$ cat src/rtl/ringosc_meas_pkg.sv
// Shared types and constants for the ring-oscillator frequency counter.
package ringosc_meas_pkg;

  typedef enum logic [1:0] {
    IDLE  = 2'd0,
    ARM   = 2'd1,
    COUNT = 2'd2,
    DONE  = 2'd3
  } meas_state_e;

  // Cycles spent flushing the synchroniser and edge register after a tap switch
  localparam int unsigned ARM_CYCLES  = 3;
  localparam int unsigned SYNC_STAGES = 2;

  localparam int unsigned GATE_LOG2_W = 5;
  localparam int unsigned RD_RES_W    = 24;

  // Readout byte selects
  localparam logic [1:0] BSEL_B0     = 2'd0;
  localparam logic [1:0] BSEL_B1     = 2'd1;
  localparam logic [1:0] BSEL_B2     = 2'd2;
  localparam logic [1:0] BSEL_STATUS = 2'd3;

  // Status byte bit positions
  localparam int unsigned STAT_VALID = 7;
  localparam int unsigned STAT_BUSY  = 6;
  localparam int unsigned STAT_OVF   = 5;

  // Limit a requested gate exponent to the largest supported one
  function automatic logic [GATE_LOG2_W-1:0] clamp_gate_log2(
    input logic [GATE_LOG2_W-1:0] g,
    input int unsigned            max_log2
  );
    if (32'(g) > max_log2) return GATE_LOG2_W'(max_log2);
    return g;
  endfunction

endpackage

$ cat src/rtl/ringosc_freq_counter_if.sv
// Control/readout bus of the ring-oscillator frequency counter.
interface ringosc_freq_counter_if
  import ringosc_meas_pkg::*;
#(
  parameter int unsigned NUM_TAPS = 8
) ();

  logic [$clog2(NUM_TAPS)-1:0] tap_sel;
  logic [GATE_LOG2_W-1:0]      gate_log2;
  logic                        start;
  logic [1:0]                  byte_sel;
  logic                        busy;
  logic                        valid;
  logic                        ovf;
  logic [7:0]                  rd_data;

  modport master (
    output tap_sel, gate_log2, start, byte_sel,
    input  busy, valid, ovf, rd_data
  );

  modport slave (
    input  tap_sel, gate_log2, start, byte_sel,
    output busy, valid, ovf, rd_data
  );

endinterface

$ cat src/rtl/ringosc_sync_edge.sv
// Multi-flop synchroniser for an asynchronous tap plus rising-edge detect.
module ringosc_sync_edge
  import ringosc_meas_pkg::*;
#(
  parameter int unsigned STAGES = SYNC_STAGES
) (
  input  logic clk,
  input  logic rst_n,
  input  logic d,
  output logic rise
);

  logic [STAGES-1:0] sync_q;
  logic              q_d;

  // Shift the asynchronous level through the synchroniser, keep last synced value
  always_ff @(posedge clk or negedge rst_n) begin
    if (!rst_n) begin
      sync_q <= '0;
      q_d    <= 1'b0;
    end else begin
      sync_q <= {sync_q[STAGES-2:0], d};
      q_d    <= sync_q[STAGES-1];
    end
  end

  assign rise = sync_q[STAGES-1] & ~q_d;

endmodule

$ cat src/rtl/ringosc_freq_counter.sv
// Ring-oscillator tap frequency counter: tap mux, gated edge counter, byte readout.
module ringosc_freq_counter
  import ringosc_meas_pkg::*;
#(
  parameter int unsigned NUM_TAPS      = 8,
  parameter int unsigned CNT_W         = 24,
  parameter int unsigned GATE_LOG2_MAX = 20
) (
  input  logic                clk,
  input  logic                rst_n,
  input  logic [NUM_TAPS-1:0] tap_in,
  ringosc_freq_counter_if.slave bus
);

  localparam int unsigned SEL_W  = $clog2(NUM_TAPS);
  localparam int unsigned GCNT_W = GATE_LOG2_MAX + 1;
  localparam logic [CNT_W-1:0] CNT_MAX = '1;

  meas_state_e            state_q, state_d;
  logic [SEL_W-1:0]       sel_q;
  logic [GATE_LOG2_W-1:0] glog_q;
  logic [GCNT_W-1:0]      gate_q;
  logic [GCNT_W-1:0]      gate_len_m1;
  logic                   gate_zero;
  logic [CNT_W-1:0]       cnt_q;
  logic [CNT_W-1:0]       result_q;
  logic                   valid_q;
  logic                   ovf_q;

  logic                   busy;
  logic                   accept;
  logic                   arm_last;
  logic                   count_en;
  logic                   finish;

  logic                   tap_mux;
  logic                   rise;

  logic [RD_RES_W-1:0]    res_ext;
  logic [7:0]             status;
  logic [7:0]             rd_data;

  assign tap_mux     = tap_in[sel_q];
  assign gate_zero   = (gate_q == '0);
  assign gate_len_m1 = (GCNT_W'(1) << glog_q) - GCNT_W'(1);

  ringosc_sync_edge #(
    .STAGES (SYNC_STAGES)
  ) u_sync_edge (
    .clk   (clk),
    .rst_n (rst_n),
    .d     (tap_mux),
    .rise  (rise)
  );

  // FSM state register
  always_ff @(posedge clk or negedge rst_n) begin
    if (!rst_n) state_q <= IDLE;
    else        state_q <= state_d;
  end

  // FSM next-state: ARM and COUNT both end when the shared gate counter hits zero
  always_comb begin
    state_d = state_q;
    unique case (state_q)
      IDLE:    if (bus.start) state_d = ARM;
      ARM:     if (gate_zero) state_d = COUNT;
      COUNT:   if (gate_zero) state_d = DONE;
      DONE:    state_d = IDLE;
      default: state_d = IDLE;
    endcase
  end

  // FSM outputs: per-state control strobes for the datapath
  always_comb begin
    busy     = 1'b0;
    accept   = 1'b0;
    arm_last = 1'b0;
    count_en = 1'b0;
    finish   = 1'b0;
    unique case (state_q)
      IDLE:  accept = bus.start;
      ARM: begin
        busy     = 1'b1;
        arm_last = gate_zero;
      end
      COUNT: begin
        busy     = 1'b1;
        count_en = 1'b1;
      end
      DONE: begin
        busy   = 1'b1;
        finish = 1'b1;
      end
      default: ;
    endcase
  end

  // Capture tap select and clamped gate exponent on an accepted start
  always_ff @(posedge clk or negedge rst_n) begin
    if (!rst_n) begin
      sel_q  <= '0;
      glog_q <= '0;
    end else if (accept) begin
      sel_q  <= bus.tap_sel;
      glog_q <= clamp_gate_log2(bus.gate_log2, GATE_LOG2_MAX);
    end
  end

  // Gate down-counter: times the ARM flush first, then is reloaded for the COUNT window
  always_ff @(posedge clk or negedge rst_n) begin
    if (!rst_n) begin
      gate_q <= '0;
    end else if (accept) begin
      gate_q <= GCNT_W'(ARM_CYCLES - 1);
    end else if (arm_last) begin
      gate_q <= gate_len_m1;
    end else if (busy && !gate_zero) begin
      gate_q <= gate_q - GCNT_W'(1);
    end
  end

  // Saturating edge counter with sticky overflow
  always_ff @(posedge clk or negedge rst_n) begin
    if (!rst_n) begin
      cnt_q <= '0;
      ovf_q <= 1'b0;
    end else if (accept) begin
      cnt_q <= '0;
      ovf_q <= 1'b0;
    end else if (count_en && rise) begin
      if (cnt_q == CNT_MAX) ovf_q <= 1'b1;
      else                  cnt_q <= cnt_q + CNT_W'(1);
    end
  end

  // Result register and valid flag
  always_ff @(posedge clk or negedge rst_n) begin
    if (!rst_n) begin
      result_q <= '0;
      valid_q  <= 1'b0;
    end else if (accept) begin
      valid_q  <= 1'b0;
    end else if (finish) begin
      result_q <= cnt_q;
      valid_q  <= 1'b1;
    end
  end

  // Readout mux over the zero-extended result and status byte
  always_comb begin
    res_ext            = RD_RES_W'(result_q);
    status             = '0;
    status[STAT_VALID] = valid_q;
    status[STAT_BUSY]  = busy;
    status[STAT_OVF]   = ovf_q;
    unique case (bus.byte_sel)
      BSEL_B0:     rd_data = res_ext[7:0];
      BSEL_B1:     rd_data = res_ext[15:8];
      BSEL_B2:     rd_data = res_ext[23:16];
      BSEL_STATUS: rd_data = status;
      default:     rd_data = status;
    endcase
  end

  assign bus.busy    = busy;
  assign bus.valid   = valid_q;
  assign bus.ovf     = ovf_q;
  assign bus.rd_data = rd_data;

endmodule

$ cat src/flat_wrapper.sv
// flat-port wrapper written by rule: the top's interface ports become plain ports
module ringosc_freq_counter_flat import ringosc_meas_pkg::*;
#(
  parameter int unsigned NUM_TAPS      = 8,
  parameter int unsigned CNT_W         = 24,
  parameter int unsigned GATE_LOG2_MAX = 20
)
  (clk, rst_n, tap_in, bus_tap_sel, bus_gate_log2, bus_start, bus_byte_sel, bus_busy, bus_valid, bus_ovf, bus_rd_data);
  ringosc_freq_counter_if #(.NUM_TAPS(NUM_TAPS)) bus_i ();
  input  logic clk;
  input  logic rst_n;
  input  logic [NUM_TAPS-1:0] tap_in;
  input wire logic [$bits(bus_i.tap_sel)-1:0] bus_tap_sel;
  input wire logic [$bits(bus_i.gate_log2)-1:0] bus_gate_log2;
  input wire logic [$bits(bus_i.start)-1:0] bus_start;
  input wire logic [$bits(bus_i.byte_sel)-1:0] bus_byte_sel;
  output wire logic [$bits(bus_i.busy)-1:0] bus_busy;
  output wire logic [$bits(bus_i.valid)-1:0] bus_valid;
  output wire logic [$bits(bus_i.ovf)-1:0] bus_ovf;
  output wire logic [$bits(bus_i.rd_data)-1:0] bus_rd_data;
  assign bus_i.tap_sel = bus_tap_sel;
  assign bus_i.gate_log2 = bus_gate_log2;
  assign bus_i.start = bus_start;
  assign bus_i.byte_sel = bus_byte_sel;
  assign bus_busy = bus_i.busy;
  assign bus_valid = bus_i.valid;
  assign bus_ovf = bus_i.ovf;
  assign bus_rd_data = bus_i.rd_data;
  ringosc_freq_counter #(.NUM_TAPS(NUM_TAPS), .CNT_W(CNT_W), .GATE_LOG2_MAX(GATE_LOG2_MAX)) u_core (.clk(clk), .rst_n(rst_n), .tap_in(tap_in), .bus(bus_i));
endmodule
$ cat config.mk
export PLATFORM = sky130hd
export DESIGN_NAME = ringosc_freq_counter_flat
export DESIGN_NICKNAME = d
export VERILOG_FILES = /design/src/rtl/ringosc_meas_pkg.sv /design/src/rtl/ringosc_freq_counter_if.sv /design/src/rtl/ringosc_sync_edge.sv /design/src/rtl/ringosc_freq_counter.sv /design/src/flat_wrapper.sv
export SDC_FILE = /design/constraint.sdc
export NUM_CORES = 1
export LEC_CHECK = 0
export CAP_MARGIN = 0
export CORE_ASPECT_RATIO = 1.1
export CORE_UTILIZATION = 30
export CTS_BUF_LIST = sky130_fd_sc_hd__clkbuf_4
export DETAILED_ROUTE_END_ITERATION = 8
export PLACE_DENSITY = 0.5
export SETUP_SLACK_MARGIN = 0.05
export SYNTH_ARGS = -nofsm -noshare
export SYNTH_HDL_FRONTEND = slang
export SYNTH_HIERARCHICAL = 1
export SYNTH_SLANG_ARGS = --single-unit
$ cat constraint.sdc
create_clock -name clk -period 6.8 [get_ports clk]
set_input_delay 1.36 -clock clk [delete_from_list [all_inputs] [get_ports clk]]
set_output_delay 1.36 -clock clk [all_outputs]
set_load 0.03 [all_outputs]
==> results of run 1 <==
-- stage by stage --
stage / total power (µW) / worst slack (ns) / utilization, % / hold WS (ns) / instance area (µm²)
after global routing: 2070 / 2.00 / 34.5 / 0.385 / 5410
after CTS: 1940 / 2.11 / 34.5 / 0.372 / 5410
after floorplan: 1390 / 2.88 / - / 0.331 / 4820
final: 1920 / 2.13 / 34.5 / 0.367 / 5410
after global placement: 1620 / 2.16 / 33.7 / 0.340 / 5280
after detailed placement: 1640 / 2.12 / 33.7 / 0.341 / 5280
-- worst register-to-register path: stages (launching register included) --
cell      delay [ns]
dfrtp_1         0.58
nor3_1          0.46
nand2_1         0.15
ha_1            0.42
or4_1           0.48
a21boi_0        0.17
o21ai_0         0.10
a31oi_1         0.28
o211ai_1        0.14
nand3_1         0.11
-- per-layer routing --
layer	routed length [µm]	vias to the layer above
met3	472	11
met2	6130	78
li1	-	1822
met4	170	0
met1	5130	1869
met5	0	-
-- worst paths after layout --
check	cells after the start	start	endpoint	slack, ns
min in group asynchronous	1	rst_n	u_core/cnt_q[6]	1.06
worst max-delay path	5	bus_byte_sel[0]	bus_rd_data[1]	2.13
worst min register to register	0	u_core/u_sync_edge/sync_q[0]	u_core/u_sync_edge/sync_q[1]	0.37
worst min-delay path	0	u_core/u_sync_edge/sync_q[0]	u_core/u_sync_edge/sync_q[1]	0.37
worst max register to register	9	u_core/glog_q[1]	u_core/gate_q[10]	3.86
max in group asynchronous	1	rst_n	u_core/glog_q[3]	5.03
-- Yosys cell counts (all sizes together) (2+ instances only) --
master	instances	area [µm²]
xor2	8	70.1
nand2	53	201
a22oi	3	22.5
nor3b	2	20.0
nand4	4	37.5
buf	5	37.5
nand3b	2	15.0
or3	6	37.5
nand4b	2	17.5
a311oi	2	17.5
nor2	46	175
nor4b	2	32.5
and4	2	17.5
a31oi	9	71.3
dfrtp	84	2100
o211ai	6	45.0
nand3	30	160
clkbuf	20	75.1
mux4	5	113
a21o	2	15.0
o21ai	30	150
a31o	3	26.3
ha	8	100
a221oi	3	32.5
nor4	10	118
o32ai	2	17.5
o41ai	3	33.8
or4	3	22.5
and2	7	43.8
mux2	27	304
mux2i	7	70.1
and3	7	48.8
a21oi	26	141
nor3	15	96.4
a32o	4	40.0
nor2b	5	38.8
or2	4	25.0
inv	11	41.3
xnor2	12	105
o21a	2	15.0
-- cells by family after synthesis --
group	count (synthesis)	synth area share [%]
buffers and inverters	37	3.27
muxes	39	10.1
AOI/OAI and AO/OA	101	14.0
xor gates and xnor gates	20	3.63
DFF	84	43.6
adders and majority gates	8	2.08
and+or+nand+nor	202	23.3
-- power breakdown --
group          switching (µW)  internal, µW  total, µW
Combinational             530           348        878
Clock                     179           111        290
Sequential                146           604        750
-- flip-flops by register name (all words and copies together), names as in the netlist --
name and cells:
u_core/u_sync_edge/q_d 1, u_core/glog_q 5, u_core/res_ext 24, u_core/cnt_q 24, u_core/bus.valid 1, u_core/u_sync_edge/sync_q 2
u_core/state_q 2, u_core/sel_q 3, u_core/bus.ovf 1, u_core/gate_q 21
-- layout make-up --
type	instances	area, µm²	share of cell area, %
Timing Repair Buffer	32	315	5.83
Inverter	12	45.0	0.833
Sequential cell	84	2100	38.9
Clock inverter	6	65.1	1.20
Clock buffer	9	67.6	1.25
Tap cell	200	250	4.63
Multi-Input combinational cell	370	2560	47.4
==> run_results.csv, run 1 <==
group,metric,value,unit
critical_path,critPathRequiredTime,5.44,ns
clock_tree,clockRootBuffer,"clkbuf_4",
critical_path,cp-start-kind,"input pin",
grt,overflow,0,
critical_path,crit_type,"input pin to output pin",
clock_tree,path_clk_slew,0.13,ns
floorplanning,rows,48,
detailed_routing,drt_pass1_iterations,5,
timing,worst_pin_slew,1.10,ns
critical_path,cp_cell_sequence,"clkdlybuf4s50_1 -> nor2b_1 -> nand2_1 -> o21ai_0 -> clkdlybuf4s50_1",
clock_tree,cts_setup_buffers,0,
timing,drv_slew,0,
clock_tree,ctsResizeCount,0,
detailed_routing,drtAntennaViolNets,0,
placement,dp.cells,698,
timing,rsz0062_at_grt,"no",
min_path,hold_class,"register to register",
synth,synth_edf_count,0,
grt,grt_start_max_net_pins,85,
placement,port_buffers,31,
synth,syn-cell-area,4820,µm²
timing,final.min_clock_period,4.67,ns
timing,fmax,0.214,GHz
floorplanning,fp.dieW,123,µm
synth,yosys_warnings,6,
grt,grt_pass1_wl,19.7,mm
placement,dpl.hpwl,8.26,mm
timing,skew,0.0212,ns
grt,grt_pass1_vias,3750,
critical_path,cp-end-kind,"output pin",
clock_tree,htreeDepth,3,
critical_path,crit_buf_inv,2,
floorplanning,initial_core_util,30.8,%
layout,fill_cells,1588,
layout,layout.nets,538,
timing,max-slew-margin-rel,26.6,%
placement,gp_congestion,0.826,
synth,synthArstFlopShare,100,%
critical_path,cp_slowest_cell,"clkdlybuf4s50_1",
floorplanning,ios,32,
floorplanning,die_h,135,µm
layout,drive_gt1_share,14.8,%
layout,area_growth_syn_to_layout,12.2,%
timing,min_period_over_period,68.7,%
detailed_routing,drt_iter0_markers,336,
grt,grt_util_met3,3.93,%
critical_path,crit_top_cell,"clkdlybuf4s50_1",
power,power.density,355,nW/µm²
clock_tree,numCtsBuffers,9,
layout,layout.cells.non_filler,713,
critical_path,crit_path_max_incr_delay,0.70,ns
clock_tree,cts_sinks,84,
timing,hold_viol,0,
grt,use_met1,19.2,%
critical_path,crit_arrival,3.31,ns
critical_path,path_delay_family,"buffers and inverters",
timing,setup_viol,0,
clock_tree,cts_hold_buf,0,
clock_tree,cts_tree,"built",
timing,setup_tns,0,ns
grt,track_usage,15.5,%
synth,mappedNetlistNets,520,
detailed_routing,viasPerCell,5.30,
layout,n_antenna_cell,0,
clock_tree,clock_path_buffers,2,
power,p_leak,0.00229,µW
run_status,status,"completed",
detailed_routing,wl_per_cell,16.7,µm
synth,avgSynthCellArea,9.82,µm²
synth,ys_seq_elements,84,
grt,grtUsageMet2,26.2,%
detailed_routing,via_count,3780,
synth,synthCells,491,
floorplanning,dieArea,16600,µm²
detailed_routing,drt_wl_total,11.9,mm
synth,synth_ff_type,"dfrtp_1",
layout,final_cell_mix,"dfrtp_1 (84), nand2_1 (52), nor2_1 (45)",
clock_tree,clk_latency,0.46,ns
grt,busiest_layer,"met2",
floorplanning,core_area,15700,µm²
job,cap_violations,0,
grt,antenna_found_initial,0,
critical_path,crit_fanout,9,
power,vdd_drop_max,0.000137,V
synth,yosysUniqueCellTypes,67,
layout,mostFrequentLayoutCell,"dfrtp_1",
detailed_routing,drc,0,
synth,ys_seq_area_share,43.6,%
Note: power is estimated with default switching activity, not from simulation.
==> run 2: changes to the inputs <==
Clock period 6.8 ns to 4.7 ns, I/O delays scaled along.
==> run 2 against run 1 <==
  * Via count shrank 0.56%
  * Sequential cell count is the same
  * Utilization grew 0.14 points
  * Cell count grew 0.28%
  * Power grew 46%
  * Sequential share of layout area shrank 0.16 points
  * Global-route usage shrank 0.44 points
  * Setup slack lost 1.2 ns
  * Sequential power grew 45%
==> run_results.csv, run 2 (synthesized netlist as in run 1, its figures left out) <==
group,metric,value,unit
run_status,status,"completed",
floorplanning,core_area,15700,µm²
placement,dpl.hpwl,8.35,mm
critical_path,cp-start-kind,"input pin",
detailed_routing,via_count,3759,
detailed_routing,drt_iter0_markers,207,
clock_tree,htreeDepth,3,
layout,drive_gt1_share,15.3,%
critical_path,r2r_cells,8,
detailed_routing,wl_per_cell,16.4,µm
grt,grt_pass1_wl,19.3,mm
floorplanning,die_h,135,µm
grt,track_usage,15.1,%
power,p_leak,0.00230,µW
clock_tree,clockRootBuffer,"clkbuf_4",
power,vdd_drop_max,0.000276,V
timing,final.min_clock_period,3.82,ns
timing,min_period_over_period,81.2,%
critical_path,rr_startpoint,"u_core/glog_q[4]",
clock_tree,clock_path_buffers,2,
detailed_routing,viasPerCell,5.26,
grt,antenna_found_initial,0,
timing,setup_viol,0,
critical_path,cp_cell_sequence,"clkdlybuf4s50_1 -> mux4_2 -> clkdlybuf4s50_1",
critical_path,crit_path_max_incr_delay,0.77,ns
critical_path,crit_start,"bus_byte_sel[0]",
timing,drv_slew,0,
timing,rsz0062_at_grt,"no",
job,cap_violations,0,
timing,hold_viol,0,
timing,worst_pin_slew,1.17,ns
clock_tree,cts_sinks,84,
detailed_routing,drtAntennaViolNets,0,
critical_path,r2r_slack,1.76,ns
clock_tree,cts_tree,"built",
critical_path,endpoint,"bus_rd_data[6]",
power,power.density,516,nW/µm²
placement,port_buffers,31,
critical_path,crit_top_cell,"clkdlybuf4s50_1",
detailed_routing,drt_pass1_iterations,5,
grt,grt_pass1_vias,3654,
min_path,hold_class,"register to register",
floorplanning,ios,32,
layout,area_growth_syn_to_layout,12.6,%
critical_path,r2r_end,"u_core/gate_q[20]",
timing,fmax,0.262,GHz
layout,layout.nets,539,
layout,mostFrequentLayoutCell,"dfrtp_1",
timing,setup_tns,0,ns
placement,gp_congestion,0.872,
clock_tree,ctsResizeCount,0,
critical_path,cp_slowest_cell,"clkdlybuf4s50_1",
clock_tree,path_clk_slew,0.14,ns
detailed_routing,drt_wl_total,11.7,mm
critical_path,critPathRequiredTime,3.76,ns
floorplanning,rows,48,
critical_path,crit_fanout,9,
timing,max-slew-margin-rel,22.3,%
clock_tree,cts_hold_buf,0,
critical_path,crit_arrival,2.88,ns
floorplanning,fp.dieW,123,µm
placement,dp_slack,0.873,ns
layout,n_antenna_cell,0,
grt,grt_start_max_net_pins,54,
floorplanning,dieArea,16600,µm²
clock_tree,clk_latency,0.44,ns
detailed_routing,drc,0,
timing,skew,0.0125,ns
clock_tree,cts_setup_buffers,0,
grt,overflow,0,
critical_path,crit_type,"input pin to output pin",
timing,setup_ws,0.882,ns
floorplanning,initial_core_util,30.8,%
critical_path,cp-end-kind,"output pin",
layout,final_cell_mix,"dfrtp_1 (84), nand2_1 (52), nor2_1 (45)",
clock_tree,numCtsBuffers,9,
-- run 2: cell count changes in the layout (fill, tap and decap cells not counted), sizes merged --
cell	previous run	this run
clkinv	5	3
clkbuf	9	10
clkinvlp	0	1
buf	2	3
inv	12	13
-- run 2: stage by stage --
stage | hold slack (ns) | cell area [µm²] | total power (µW) | std cells | util [%]
after floorplan | 0.331 | 4820 | 2020 | 491 | -
after global placement | 0.335 | 5280 | 2360 | 699 | 33.7
after detailed placement | 0.336 | 5280 | 2380 | 699 | 33.7
after CTS | 0.378 | 5430 | 2820 | 715 | 34.6
after global routing | 0.382 | 5430 | 3020 | 715 | 34.6
final | 0.371 | 5430 | 2800 | 715 | 34.6
-- run 2: how the worst min path moves through the flow --
stage | cells after the start | endpoint | startpoint | slack, ns
global route | 0 | u_core/u_sync_edge/sync_q[1] | u_core/u_sync_edge/sync_q[0] | 0.38
finish | 0 | u_core/u_sync_edge/sync_q[1] | u_core/u_sync_edge/sync_q[0] | 0.37
global placement | 0 | u_core/u_sync_edge/sync_q[1] | u_core/u_sync_edge/sync_q[0] | 0.34
floorplan | 0 | u_core/u_sync_edge/sync_q[1] | u_core/u_sync_edge/sync_q[0] | 0.33
detailed placement | 0 | u_core/u_sync_edge/sync_q[1] | u_core/u_sync_edge/sync_q[0] | 0.34
CTS | 0 | u_core/u_sync_edge/sync_q[1] | u_core/u_sync_edge/sync_q[0] | 0.38
-- run 2: critical path, delay by kind of cell --
family / cells / cell delay [ns]
multiplexers: 1 / 0.56
buffers and inverters: 2 / 1.37
-- run 2: layer usage --
| metal | GRT usage, % | vias up | wire length, µm |
|---|---|---|---|
| li1 | - | 1827 | - |
| met1 | 19.9 | 1846 | 5290 |
| met2 | 25.2 | 78 | 5900 |
| met3 | 2.91 | 8 | 459 |
| met4 | 3.79 | 0 | 89 |
| met5 | 0 | - | 0 |
-- run 2: where the power goes --
group          internal (µW)  total [µW]  switching (µW)
logic                    503        1280             772
clock network            174         437             263
registers                874        1090             212
-- run 2: cell type report --
class                   instances  area, µm²
clock buffers                  10       75.1
multi-input cells             370       2560
well taps                     200        250
repair buffers                 33        323
fillers                      1585      10200
flip-flops and latches         84       2100
inverters                      12       45.0
clock inverters                 6       72.6
==> run 3: changes to the inputs <==
Settings changed: PLACE_DENSITY 0.5 to 0.52.
Clock period 4.7 ns to 3.4 ns, I/O delays scaled along.
==> run 3 against run 2 <==
  * Non-clock buffer count grew 8
  * Sequential share of layout area down 0.46 points
  * Hold slack worse by 0.16 ns
  * Largest cell class unchanged
  * Die area stayed put
  * Critical path type unchanged
  * Setup slack worse by 0.66 ns
  * Combinational power grew 44%
  * Sequential power grew 34%
  * Critical endpoint unchanged
==> run_results.csv, run 3 (synthesized netlist as in run 1, its figures left out) <==
group,metric,value,unit
clock_tree,cts_setup_buffers,0,
layout,area_growth_syn_to_layout,14.0,%
timing,setup_viol,0,
grt,antenna_found_initial,0,
clock_tree,numCtsBuffers,9,
floorplanning,rows,48,
min_path,hold_class,"input pin to async pin",
detailed_routing,drt_iter0_markers,258,
layout,mostFrequentLayoutCell,"dfrtp_1",
placement,place_area,5340,µm²
grt,grt_pass1_wl,19.7,mm
job,cap_violations,0,
floorplanning,initial_core_util,30.8,%
power,vdd_drop_max,0.000305,V
placement,dp.cells,707,
detailed_routing,wl_per_cell,16.5,µm
grt,track_usage,15.4,%
grt,grt_start_max_net_pins,49,
timing,skew,0.0104,ns
detailed_routing,via_count,3775,
clock_tree,cts_hold_buf,0,
timing,holdWs,0.216,ns
power,p_leak,0.00234,µW
critical_path,crit_type,"input pin to output pin",
detailed_routing,drt_wl_total,11.9,mm
power,power.density,713,nW/µm²
layout,n_antenna_cell,0,
grt,overflow,0,
floorplanning,fp.dieW,123,µm
clock_tree,clockRootBuffer,"clkbuf_4",
clock_tree,cts_sinks,84,
clock_tree,htreeDepth,3,
timing,worst_pin_slew,1.14,ns
timing,final.min_clock_period,3.18,ns
detailed_routing,drt_pass1_iterations,4,
clock_tree,clock_path_buffers,2,
floorplanning,core_area,15700,µm²
layout,layout.nets,547,
critical_path,critPathRequiredTime,2.72,ns
clock_tree,path_clk_slew,0.14,ns
detailed_routing,viasPerCell,5.22,
detailed_routing,drc,0,
floorplanning,ios,32,
critical_path,crit_fanout,6,
layout,fill_cells,1595,
critical_path,cp-end-kind,"output pin",
timing,min_period_over_period,93.5,%
clock_tree,clk_latency,0.46,ns
timing,fmax,0.315,GHz
layout,layout.cells.non_filler,723,
timing,hold_viol,0,
floorplanning,die_h,135,µm
detailed_routing,drtAntennaViolNets,0,
timing,rsz0062_at_grt,"no",
layout,fin_area,5500,µm²
placement,dpl.hpwl,8.62,mm
placement,gp_congestion,0.818,
grt,grt_pass1_vias,3706,
clock_tree,ctsResizeCount,0,
floorplanning,dieArea,16600,µm²
timing,max-slew-margin-rel,24.1,%
layout,final_cell_mix,"dfrtp_1 (84), nand2_1 (52), nor2_1 (45)",
timing,setup_tns,0,ns
run_status,status,"completed",
timing,drv_slew,0,
layout,drive_gt1_share,17.0,%
critical_path,crit_arrival,2.50,ns
clock_tree,cts_tree,"built",
placement,port_buffers,31,
critical_path,cp-start-kind,"input pin",
## run 3: path summary, 6_finish.rpt
check	from	to	slack, ns	cells past startpoint
max	bus_byte_sel[0]	bus_rd_data[6]	0.22	3
min	rst_n	u_core/res_ext[20]	0.22	1
max reg2reg	u_core/glog_q[3]	u_core/gate_q[10]	0.68	9
min reg2reg	u_core/u_sync_edge/sync_q[0]	u_core/u_sync_edge/sync_q[1]	0.37	0
max in group asynchronous	rst_n	u_core/res_ext[11]	2.45	2
min in group clk	u_core/u_sync_edge/sync_q[0]	u_core/u_sync_edge/sync_q[1]	0.37	0
## run 3: per-stage QoR
step | utilization [%] | total power [µW] | setup WS, ns
after floorplan | - | 2790 | 0.836
after global placement | 34.1 | 3290 | 0.241
after detailed placement | 34.1 | 3320 | 0.181
after CTS | 35.0 | 3960 | 0.124
after global routing | 35.1 | 4240 | 0.114
final | 35.1 | 3920 | 0.222
## run 3: routing by layer
layer,vias up,track usage [%],wire (µm)
li1,1840,-,-
met1,1863,19.1,5290
met2,61,26.4,6000
met3,11,3.97,461
met4,0,4.07,161
met5,-,0,0
## run 3: where the power goes
group	total, µW	leakage, µW	internal (µW)	switching [µW]
Sequential	1460	0.00113	1210	247
Combinational	1840	0.00113	734	1110
Clock	615	0.0000788	234	381
Total	3920	0.00234	2180	1740
## run 3: area by class of cell
type / instances / area (µm²) / area share, %
multi-input combinational: 370 / 2570 / 46.7
sequential: 84 / 2100 / 38.3
timing repair buffer: 41 / 383 / 6.97
tap: 200 / 250 / 4.55
clock inverter: 7 / 80.1 / 1.46
clock buffer: 9 / 67.6 / 1.23
inverter: 12 / 45.0 / 0.820
## run 3: critical path, cell delays in order
cell and delay (ns):
clkdlybuf4s50_1 0.66, mux4_2 0.55, clkdlybuf4s50_1 0.60
